## config.mk

```make
export PLATFORM = sky130hd
export DESIGN_NAME = complex_alu_sched
export DESIGN_NICKNAME = d
export VERILOG_FILES = /design/src/rtl/complex_alu_sched.sv
export SDC_FILE = /design/constraint.sdc
export NUM_CORES = 1
export LEC_CHECK = 0
export ABC_AREA = 1
export BUFFER_PORTS_ARGS = -buffer_cell sky130_fd_sc_hd__clkbuf_2
export CORE_MARGIN = 8
export CORE_UTILIZATION = 35
export DETAILED_ROUTE_END_ITERATION = 16
export HOLD_SLACK_MARGIN = 0.08
export PLACE_DENSITY = 0.67
export SETUP_SLACK_MARGIN = 0.05
export SYNTH_ARGS = -nofsm -noshare
export SYNTH_HDL_FRONTEND = slang
export SYNTH_SLANG_ARGS = --single-unit
```

## constraint.sdc

```tcl
create_clock -name clk -period 1.8 [get_ports clk]
set_clock_uncertainty 0.2 [all_clocks]
set_input_delay 0.27 -clock clk [delete_from_list [all_inputs] [get_ports clk]]
set_output_delay 0.27 -clock clk [all_outputs]
set_load 0.03 [all_outputs]
```

## src/rtl/complex_alu_sched.sv

```systemverilog
// complex_alu_sched: round-robin scheduler sharing one complex ALU
// between two clients; optional watchdog under COMPLEX_ALU_SCHED_TIMEOUT_EN.
//
// Ports:
//   clk, rst_n            clock, async active-low reset
//   req*/op*/m1_*/m2_*    client requests, op codes and operands
//   ack*/done*/err*       per-client one-cycle handshake pulses
//   rsp_result            shared result bus, qualified by done*
//   busy/grant_id/timeout status
//   alu_*                 ALU control, operands and response
module complex_alu_sched #(
  parameter int W_IN    = 16,
  parameter int W_RES   = 48,
  parameter int TIMEOUT = 64
) (
  input  logic             clk,
  input  logic             rst_n,
  input  logic             req0,
  input  logic             req1,
  input  logic [1:0]       op0,
  input  logic [1:0]       op1,
  input  logic [W_IN-1:0]  m1_0,
  input  logic [W_IN-1:0]  m2_0,
  input  logic [W_IN-1:0]  m1_1,
  input  logic [W_IN-1:0]  m2_1,
  output logic             ack0,
  output logic             ack1,
  output logic             done0,
  output logic             done1,
  output logic             err0,
  output logic             err1,
  output logic [W_RES-1:0] rsp_result,
  output logic             busy,
  output logic             grant_id,
  output logic             timeout,
  output logic             alu_start,
  output logic             alu_a_valid,
  output logic             alu_b_valid,
  output logic [1:0]       alu_operation,
  output logic [W_IN-1:0]  alu_m1,
  output logic [W_IN-1:0]  alu_m2,
  input  logic             alu_valid,
  input  logic             alu_error,
  input  logic [W_RES-1:0] alu_result
);

  typedef enum logic [1:0] {
    IDLE  = 2'd0,
    ISSUE = 2'd1,
    WAIT  = 2'd2,
    RESP  = 2'd3
  } state_t;

  state_t           state_q, state_d;
  logic             last_q, last_d;
  logic             gid_q, gid_d;
  logic             ill_q, ill_d;
  logic             start_q, start_d;
  logic             ack0_q, ack0_d;
  logic             ack1_q, ack1_d;
  logic             done0_q, done0_d;
  logic             done1_q, done1_d;
  logic             err0_q, err0_d;
  logic             err1_q, err1_d;
  logic [1:0]       op_q, op_d;
  logic [W_IN-1:0]  m1_q, m1_d;
  logic [W_IN-1:0]  m2_q, m2_d;
  logic [W_RES-1:0] res_q, res_d;
  logic             win, rsp;
  logic             done_p, err_p;
  logic [1:0]       op_w;

`ifdef COMPLEX_ALU_SCHED_TIMEOUT_EN
  localparam logic [7:0] TO_LIM = 8'(TIMEOUT);
  logic [7:0] cnt_q, cnt_d;
  logic       to_q, to_d;
`endif

  always_comb begin
    state_d = state_q;
    last_d  = last_q;
    gid_d   = gid_q;
    ill_d   = ill_q;
    start_d = start_q;
    op_d    = op_q;
    m1_d    = m1_q;
    m2_d    = m2_q;
    res_d   = res_q;
    ack0_d  = 1'b0;
    ack1_d  = 1'b0;
    done_p  = 1'b0;
    err_p   = 1'b0;
`ifdef COMPLEX_ALU_SCHED_TIMEOUT_EN
    cnt_d   = cnt_q;
    to_d    = 1'b0;
`endif
    rsp  = alu_valid | alu_error;
    // tie goes to the client not served last
    win  = (req0 & req1) ? ~last_q : req1;
    op_w = win ? op1 : op0;

    unique case (state_q)
      IDLE: begin
        if (req0 | req1) begin
          ack0_d = ~win;
          ack1_d = win;
          last_d = win;
          gid_d  = win;
          op_d   = op_w;
          m1_d   = win ? m1_1 : m1_0;
          m2_d   = win ? m2_1 : m2_0;
          if (op_w == 2'd3) begin
            // illegal op: skip the ALU, error leaves from RESP
            ill_d   = 1'b1;
            state_d = RESP;
          end else begin
            start_d = 1'b1;
            state_d = ISSUE;
`ifdef COMPLEX_ALU_SCHED_TIMEOUT_EN
            cnt_d   = '0;
`endif
          end
        end
      end
      ISSUE, WAIT: begin
        if (rsp) begin
          state_d = RESP;
          start_d = 1'b0;
          if (alu_error) begin
            err_p = 1'b1;
            res_d = '0;
          end else begin
            done_p = 1'b1;
            res_d  = alu_result;
          end
        end
`ifdef COMPLEX_ALU_SCHED_TIMEOUT_EN
        else if (cnt_q + 8'd1 == TO_LIM) begin
          state_d = RESP;
          start_d = 1'b0;
          err_p   = 1'b1;
          to_d    = 1'b1;
          res_d   = '0;
        end
`endif
        else begin
          state_d = WAIT;
`ifdef COMPLEX_ALU_SCHED_TIMEOUT_EN
          cnt_d   = cnt_q + 8'd1;
`endif
        end
      end
      RESP: begin
        state_d = IDLE;
        if (ill_q) begin
          ill_d = 1'b0;
          err_p = 1'b1;
          res_d = '0;
        end
      end
      default: state_d = IDLE;
    endcase

    done0_d = done_p & ~gid_q;
    done1_d = done_p & gid_q;
    err0_d  = err_p & ~gid_q;
    err1_d  = err_p & gid_q;
  end

  always_ff @(posedge clk or negedge rst_n) begin
    if (!rst_n) begin
      state_q <= IDLE;
      last_q  <= 1'b1;
      gid_q   <= 1'b0;
      ill_q   <= 1'b0;
      start_q <= 1'b0;
      ack0_q  <= 1'b0;
      ack1_q  <= 1'b0;
      done0_q <= 1'b0;
      done1_q <= 1'b0;
      err0_q  <= 1'b0;
      err1_q  <= 1'b0;
      op_q    <= '0;
      m1_q    <= '0;
      m2_q    <= '0;
      res_q   <= '0;
`ifdef COMPLEX_ALU_SCHED_TIMEOUT_EN
      cnt_q   <= '0;
      to_q    <= 1'b0;
`endif
    end else begin
      state_q <= state_d;
      last_q  <= last_d;
      gid_q   <= gid_d;
      ill_q   <= ill_d;
      start_q <= start_d;
      ack0_q  <= ack0_d;
      ack1_q  <= ack1_d;
      done0_q <= done0_d;
      done1_q <= done1_d;
      err0_q  <= err0_d;
      err1_q  <= err1_d;
      op_q    <= op_d;
      m1_q    <= m1_d;
      m2_q    <= m2_d;
      res_q   <= res_d;
`ifdef COMPLEX_ALU_SCHED_TIMEOUT_EN
      cnt_q   <= cnt_d;
      to_q    <= to_d;
`endif
    end
  end

  assign ack0          = ack0_q;
  assign ack1          = ack1_q;
  assign done0         = done0_q;
  assign done1         = done1_q;
  assign err0          = err0_q;
  assign err1          = err1_q;
  assign rsp_result    = res_q;
  assign busy          = (state_q != IDLE);
  assign grant_id      = gid_q;
  assign alu_start     = start_q;
  assign alu_a_valid   = start_q;
  assign alu_b_valid   = start_q;
  assign alu_operation = op_q;
  assign alu_m1        = m1_q;
  assign alu_m2        = m2_q;
`ifdef COMPLEX_ALU_SCHED_TIMEOUT_EN
  assign timeout       = to_q;
`else
  assign timeout       = 1'b0;
`endif

endmodule

```

## Word-level counts from Yosys, hierarchy flattened

Cells that the tools add are included.

| cells by class | value |
|---|---|
| $mul | 0 |
| shift-type cells | 0 |
| div/mod/pow operators | 0 |
| eq/ne operators | 9 |
| order comparisons | 0 |
| add/subtract/negate cells | 0 |
| bitwise logic cells | 10 |
| muxes and demuxes | 30 |
| reductions and logical operators | 10 |

Operator list:

| kind | number |
|---|---|
| $mux 48 | 3 |
| $pmux 48 s2 | 1 |
| $mux 16 | 2 |
| $mux 1 | 17 |
| $ne 2x2->1 const B | 5 |
| $reduce_bool 2->1 | 4 |
| $eq 2x2->1 const B | 3 |
| $mux 2 | 3 |
| $pmux 1 s2 | 3 |
| $pmux 2 s3 | 1 |
| $reduce_and 3->1 | 2 |
| $and 1x1->1 | 5 |
| $reduce_and 4->1 | 1 |
| $not 1->1 | 3 |
| $eq 2x1->1 const B | 1 |
| $logic_not 2->1 | 1 |
| $or 1x1->1 | 2 |
| $reduce_and 2->1 | 1 |
| $reduce_or 2->1 | 1 |

| word-level totals | value |
|---|---|
| bits in writable memories | 0 |
| register bits after elaboration | 94 |
| bits in latches | 0 |
| ROM bits | 0 |
| input bits | 122 |
| memories kept | 0 |
| output and inout port bits | 94 |

## Longest topological paths before layout

| logic depth | value |
|---|---|
| depth after elaboration | 7 |
| depth in mapped cells | 10 |

## Worst setup path before layout

OpenSTA, ideal clock, no wires.

| timing | value |
|---|---|
| path type | register to register |
| from | register state_q[0] |
| to | register res_q[0], in the netlist rsp_result[0] |
| path slack | 0.114 ns |
| stages on the path, launching flop included | 8 |
| data arrival time | 1.356 ns |
| path through | dfrtp_1 > inv_1 > ha_1 > inv_1 > o21ai_1 > nand2_1 > clkbuf_1 > o21ai_1 |

| on the way | value |
|---|---|
| longest elaborated chain between the ends | 4 |

RTL lines:

| what | RTL line | text |
|---|---|---|
| start, declared | 54 | `state_t state_q, state_d;` |
| start signal, assigned | 192 | `state_q <= state_d;` |
| $eq 2x1->1 / $eq 2x2->1 (equally long branches) | 102 | `unique case (state_q)` |
| $reduce_or 2->1 | 102 |  |
| $ne 2x2->1 (no source line) / $reduce_bool 2->1 (equally long branches) | - |  |
| $reduce_and 3->1 (no source line) | - |  |
| end signal, assigned | 206 | `res_q <= res_d;` |
| end, declared | 68 | `logic [W_RES-1:0] res_q, res_d;` |

Several ways; a longest one is shown, not always the timed one.
A chain may end at the register's enable or synchronous reset.

## Final worst setup path

| timing | value |
|---|---|
| from | register state_q[1] |
| to | register res_q[28], in the netlist rsp_result[28] |

Same word-level chain as after synthesis.

==> Flow_metrics.wiki <==
{| class="wikitable"
! Metric !! Value
|-
| Outcome || completed
|-
| Number of cell instances on the worst register-to-register path || 8
|-
| Crit-path leading delay family || buffers and inverters
|-
| Pwr per Cell Area || between 1500 and 2000 nW/um^2
|-
| Critical setup path kind || flop to flop
|-
| Count of different cell masters after synthesis || 21
|-
| Reg2reg start || state_q[1]$_DFFE_PN0P_
|-
| Cell mode on critical path || inv_2
|-
| Average routed wire per standard cell || 16.8 um
|-
| Top fanout value on the critical path || 7
|-
| Clock slew at reported path FFs || 0.06 ns
|-
| Drt first pass iters || 5
|-
| Area inside the core boundary || 11300 sq um
|-
| Total wirelength of the detailed-routed design || 15700 um
|-
| Primary FF master, synth || dfrtp_1
|-
| Cell area after technology mapping || 4000 sq um
|-
| Worst setup path startpoint || state_q[1]$_DFFE_PN0P_
|-
| Time the worst path needs with I/O delays and setup || about 1.7 ns
|-
| Wire length of the first global-routing pass || 23800 um
|-
| Min-Delay Startpoint || alu_error
|-
| Number of cells in the finished layout apart from fillers || 936
|-
| Synthesized netlist net count || 585
|-
| Layout filler cell count || 893
|-
| Clk_lat worst skew || ~0.34 ns
|-
| YS warnings || 0
|-
| Weighted congestion at the end of routability-driven global placement || 0.820
|-
| Buffers added on ports || between 200 and 250
|-
| Number of buffers created by CTS || 9
|-
| All-Layer GR Usage || 20.1%
|-
| Chip height || 123 um
|-
| Number of DRC violations after detailed-routing iteration 0 || 371
|-
| Worst-path cell chain || inv_2 > ha_4 > inv_2 > o21ai_2 > nand2_2 > buf_12 > clkbuf_16 > o21ai_4
|-
| CP bufs+invs || 4
|-
| Initial core utilization || 35.5%
|-
| Final Total Pwr || 12.4 mW
|-
| Leakage component of the power || roughly 3.5 nW
|-
| Area enclosed by the die boundary || around 15000 sq um
|-
| P&R area growth vs syn || 70.5%
|-
| Standard cell with the maximum stage delay on the critical path || dfrtp_1
|-
| Slew at the pin closest to its max-slew limit || 0.526 ns
|-
| Required time of the critical path || 1.86 ns
|-
| Overflow after GRT || 0
|-
| Async S/R FF share, synth || 100%
|-
| Maximum VDD drop || between 0.001 and 0.0015 V
|-
| Proportion of synthesized chip area in sequential cells || about three fifths
|-
| H-tree levels || 3
|-
| Fin Setup TNS || 0 ns
|-
| Worst endpoint data arrival time || 1.79 ns
|-
| Max-slew headroom || 64.9%
|-
| Via count of the first global-routing pass || 4628
|-
| Worst path max stage delay || ~0.38 ns
|-
| Setup slack of the worst register-to-register path || 0.07 ns
|-
| CP Capture Type || flop
|-
| Unrepaired setup endpoints after global routing || true
|-
| Count of flip-flops with a built-in enable after synthesis || 0
|-
| DIE WIDTH || 123 um
|-
| Register bit count reported by yosys || between 90 and 100
|-
| TritonCTS clock tree || built
|-
| Maxcap violations || 0
|-
| Final Hold Vio Count || 0
|-
| Share of cells above drive strength 1 || 34.3%
|-
| Post-Synthesis Mean Instance Area || 8.68 sq um
|-
| Clock sink total || 94
|-
| HPWL after detailed placement || 9310 um
|-
| Final Max Slew Viols || 0
|-
| Number of placed cells counting well taps || 800
|-
| Antenna cell count || 0
|-
| Hold depth || 4
|-
| Worst min path class || primary input to flop
|-
| Fmax || 578 MHz
|-
| Critical Path Start Type || flop
|-
| Vias after detailed routing || ~4500
|-
| Detail-routed via count per cell || 4.84
|-
| Final Hold Slack || 0.104 ns
|-
| Number of standard-cell rows in the floorplan || 39
|-
| DRC violations left || 0
|-
| Worst-case clock buffer depth || 2
|-
| Crit path depth || 8
|-
| Setup-violating endpoint count in the final report || 0
|-
| Maximum number of pins on one net before global-route repair || 95
|-
| Number of nets at the end of the flow || 913
|-
| CTS Root Cell || clkbuf_16
|-
| Number of nets with antenna violations after routing || 0
|-
| Fraction of the cycle the final worst path needs || 96.2%
|-
| I/O pins || 216
|-
| Number of antenna violations at the first check in global routing || 0
|-
| Gate Count Post-Synth || 461
|}
report_power, final:
group	leakage (nW)	switching (mW)	internal [mW]
logic	2.17	4.67	2.22
registers	1.21	0.637	3.14
clock network	0.133	0.747	1.00
kinds of logic after synthesis:
family                   count (synthesis)  share of synthesized area [%]
AND/OR/NAND/NOR                        210                           20.2
AO/OA/AOI/OAI                          111                           14.0
flip-flops                              94                           58.8
buffers and inverters                   43                           6.19
adder cells (fa/ha/maj)                  2                          0.625
other                                    1                         0.0937
through the flow:
step                      cell area, sq um  util [%]  setup WS (ns)
after global placement                5200      46.1         0.0711
after global routing                  6820      60.5        -0.0153
after CTS                             6660      59.1         0.0432
after detailed placement              5200      46.1         0.0502
final                                 6820      60.5         0.0689
after floorplan                       4000         -          0.114
per-layer routing:
layer,track usage (%),wire (um),part of all wire [%],vias up
met5,0,0,0,-
met4,9.06,413,2.6,0
met3,8.26,1990,13,26
met2,31.4,7170,46,258
met1,23.9,6100,39,2114
li1,-,-,-,2136
layout by cell type, fill, tap and decap left out, drive strengths merged:
| cell type | count |
|---|---|
| a21o | 1 |
| a21oi | 1 |
| a31oi | 1 |
| buf | 16 |
| clkbuf | 227 |
| clkinv | 1 |
| conb | 1 |
| dfrtp | 93 |
| dfstp | 1 |
| dlygate4sd3 | 116 |
| dlymetal6s4s | 1 |
| ha | 2 |
| inv | 14 |
| nand2 | 162 |
| nand3 | 10 |
| nor2 | 38 |
| o211ai | 1 |
| o21ai | 107 |
Yosys cell counts, types with 2 or more instances:
cell	count	area, sq um
nor2_1	36	135
buf_4	8	60.1
nor2_2	2	12.5
buf_6	6	67.6
inv_2	2	7.51
inv_1	12	45.0
ha_1	2	25.0
o21ai_0	38	190
clkbuf_1	6	22.5
nand3_1	10	50.1
nand2_1	161	604
o21ai_1	69	345
buf_2	9	45.0
dfrtp_1	93	2330
cell type report:
type	count	area (sq um)	share of cell area [%]
Tap cell	143	179	2.62
Timing Repair Buffer	346	2460	36.1
Multi-Input combinational cell	324	1500	22.0
Inverter	14	55.1	0.807
Clock buffer	14	264	3.87
Sequential cell	94	2350	34.5
Clock inverter	1	5.00	0.0734
tightest hold or removal path: stages:
cell      delay, ns
clkbuf_2       0.13
inv_1          0.06
nand3_1        0.09
nor2_1         0.04
state kept, by name, summed over array words and instances (netlist names):
| register | flops |
|---|---|
| done0 | 1 |
| ack0 | 1 |
| err1 | 1 |
| alu_m2 | 16 |
| last_q | 1 |
| ill_q | 1 |
| rsp_result | 48 |
| alu_operation | 2 |
| ack1 | 1 |
| grant_id | 1 |
| err0 | 1 |
| alu_a_valid | 1 |
| alu_m1 | 16 |
| done1 | 1 |
| state_q | 2 |
worst paths after layout:
path | endpoint
worst max-delay path | rsp_result[28]$_DFFE_PN0P_
worst min-delay path | done0$_DFF_PN0_
worst max register to register | rsp_result[28]$_DFFE_PN0P_
worst min register to register | last_q$_DFFE_PN1P_
max in group asynchronous | alu_m2[6]$_DFFE_PN0P_
min in group asynchronous | rsp_result[10]$_DFFE_PN0P_
repair_timing:
action | CTS | global route
hold buffers | 117 | 0
resized for setup | 4 | 31
buffers inserted | 0 | 1
pin swaps | 0 | 2
cloned | 0 | 3
endpoints found under the hold margin | 176 | 0
setup endpoints to repair | 2 | 72
Power figures use the tool's default switching activity.
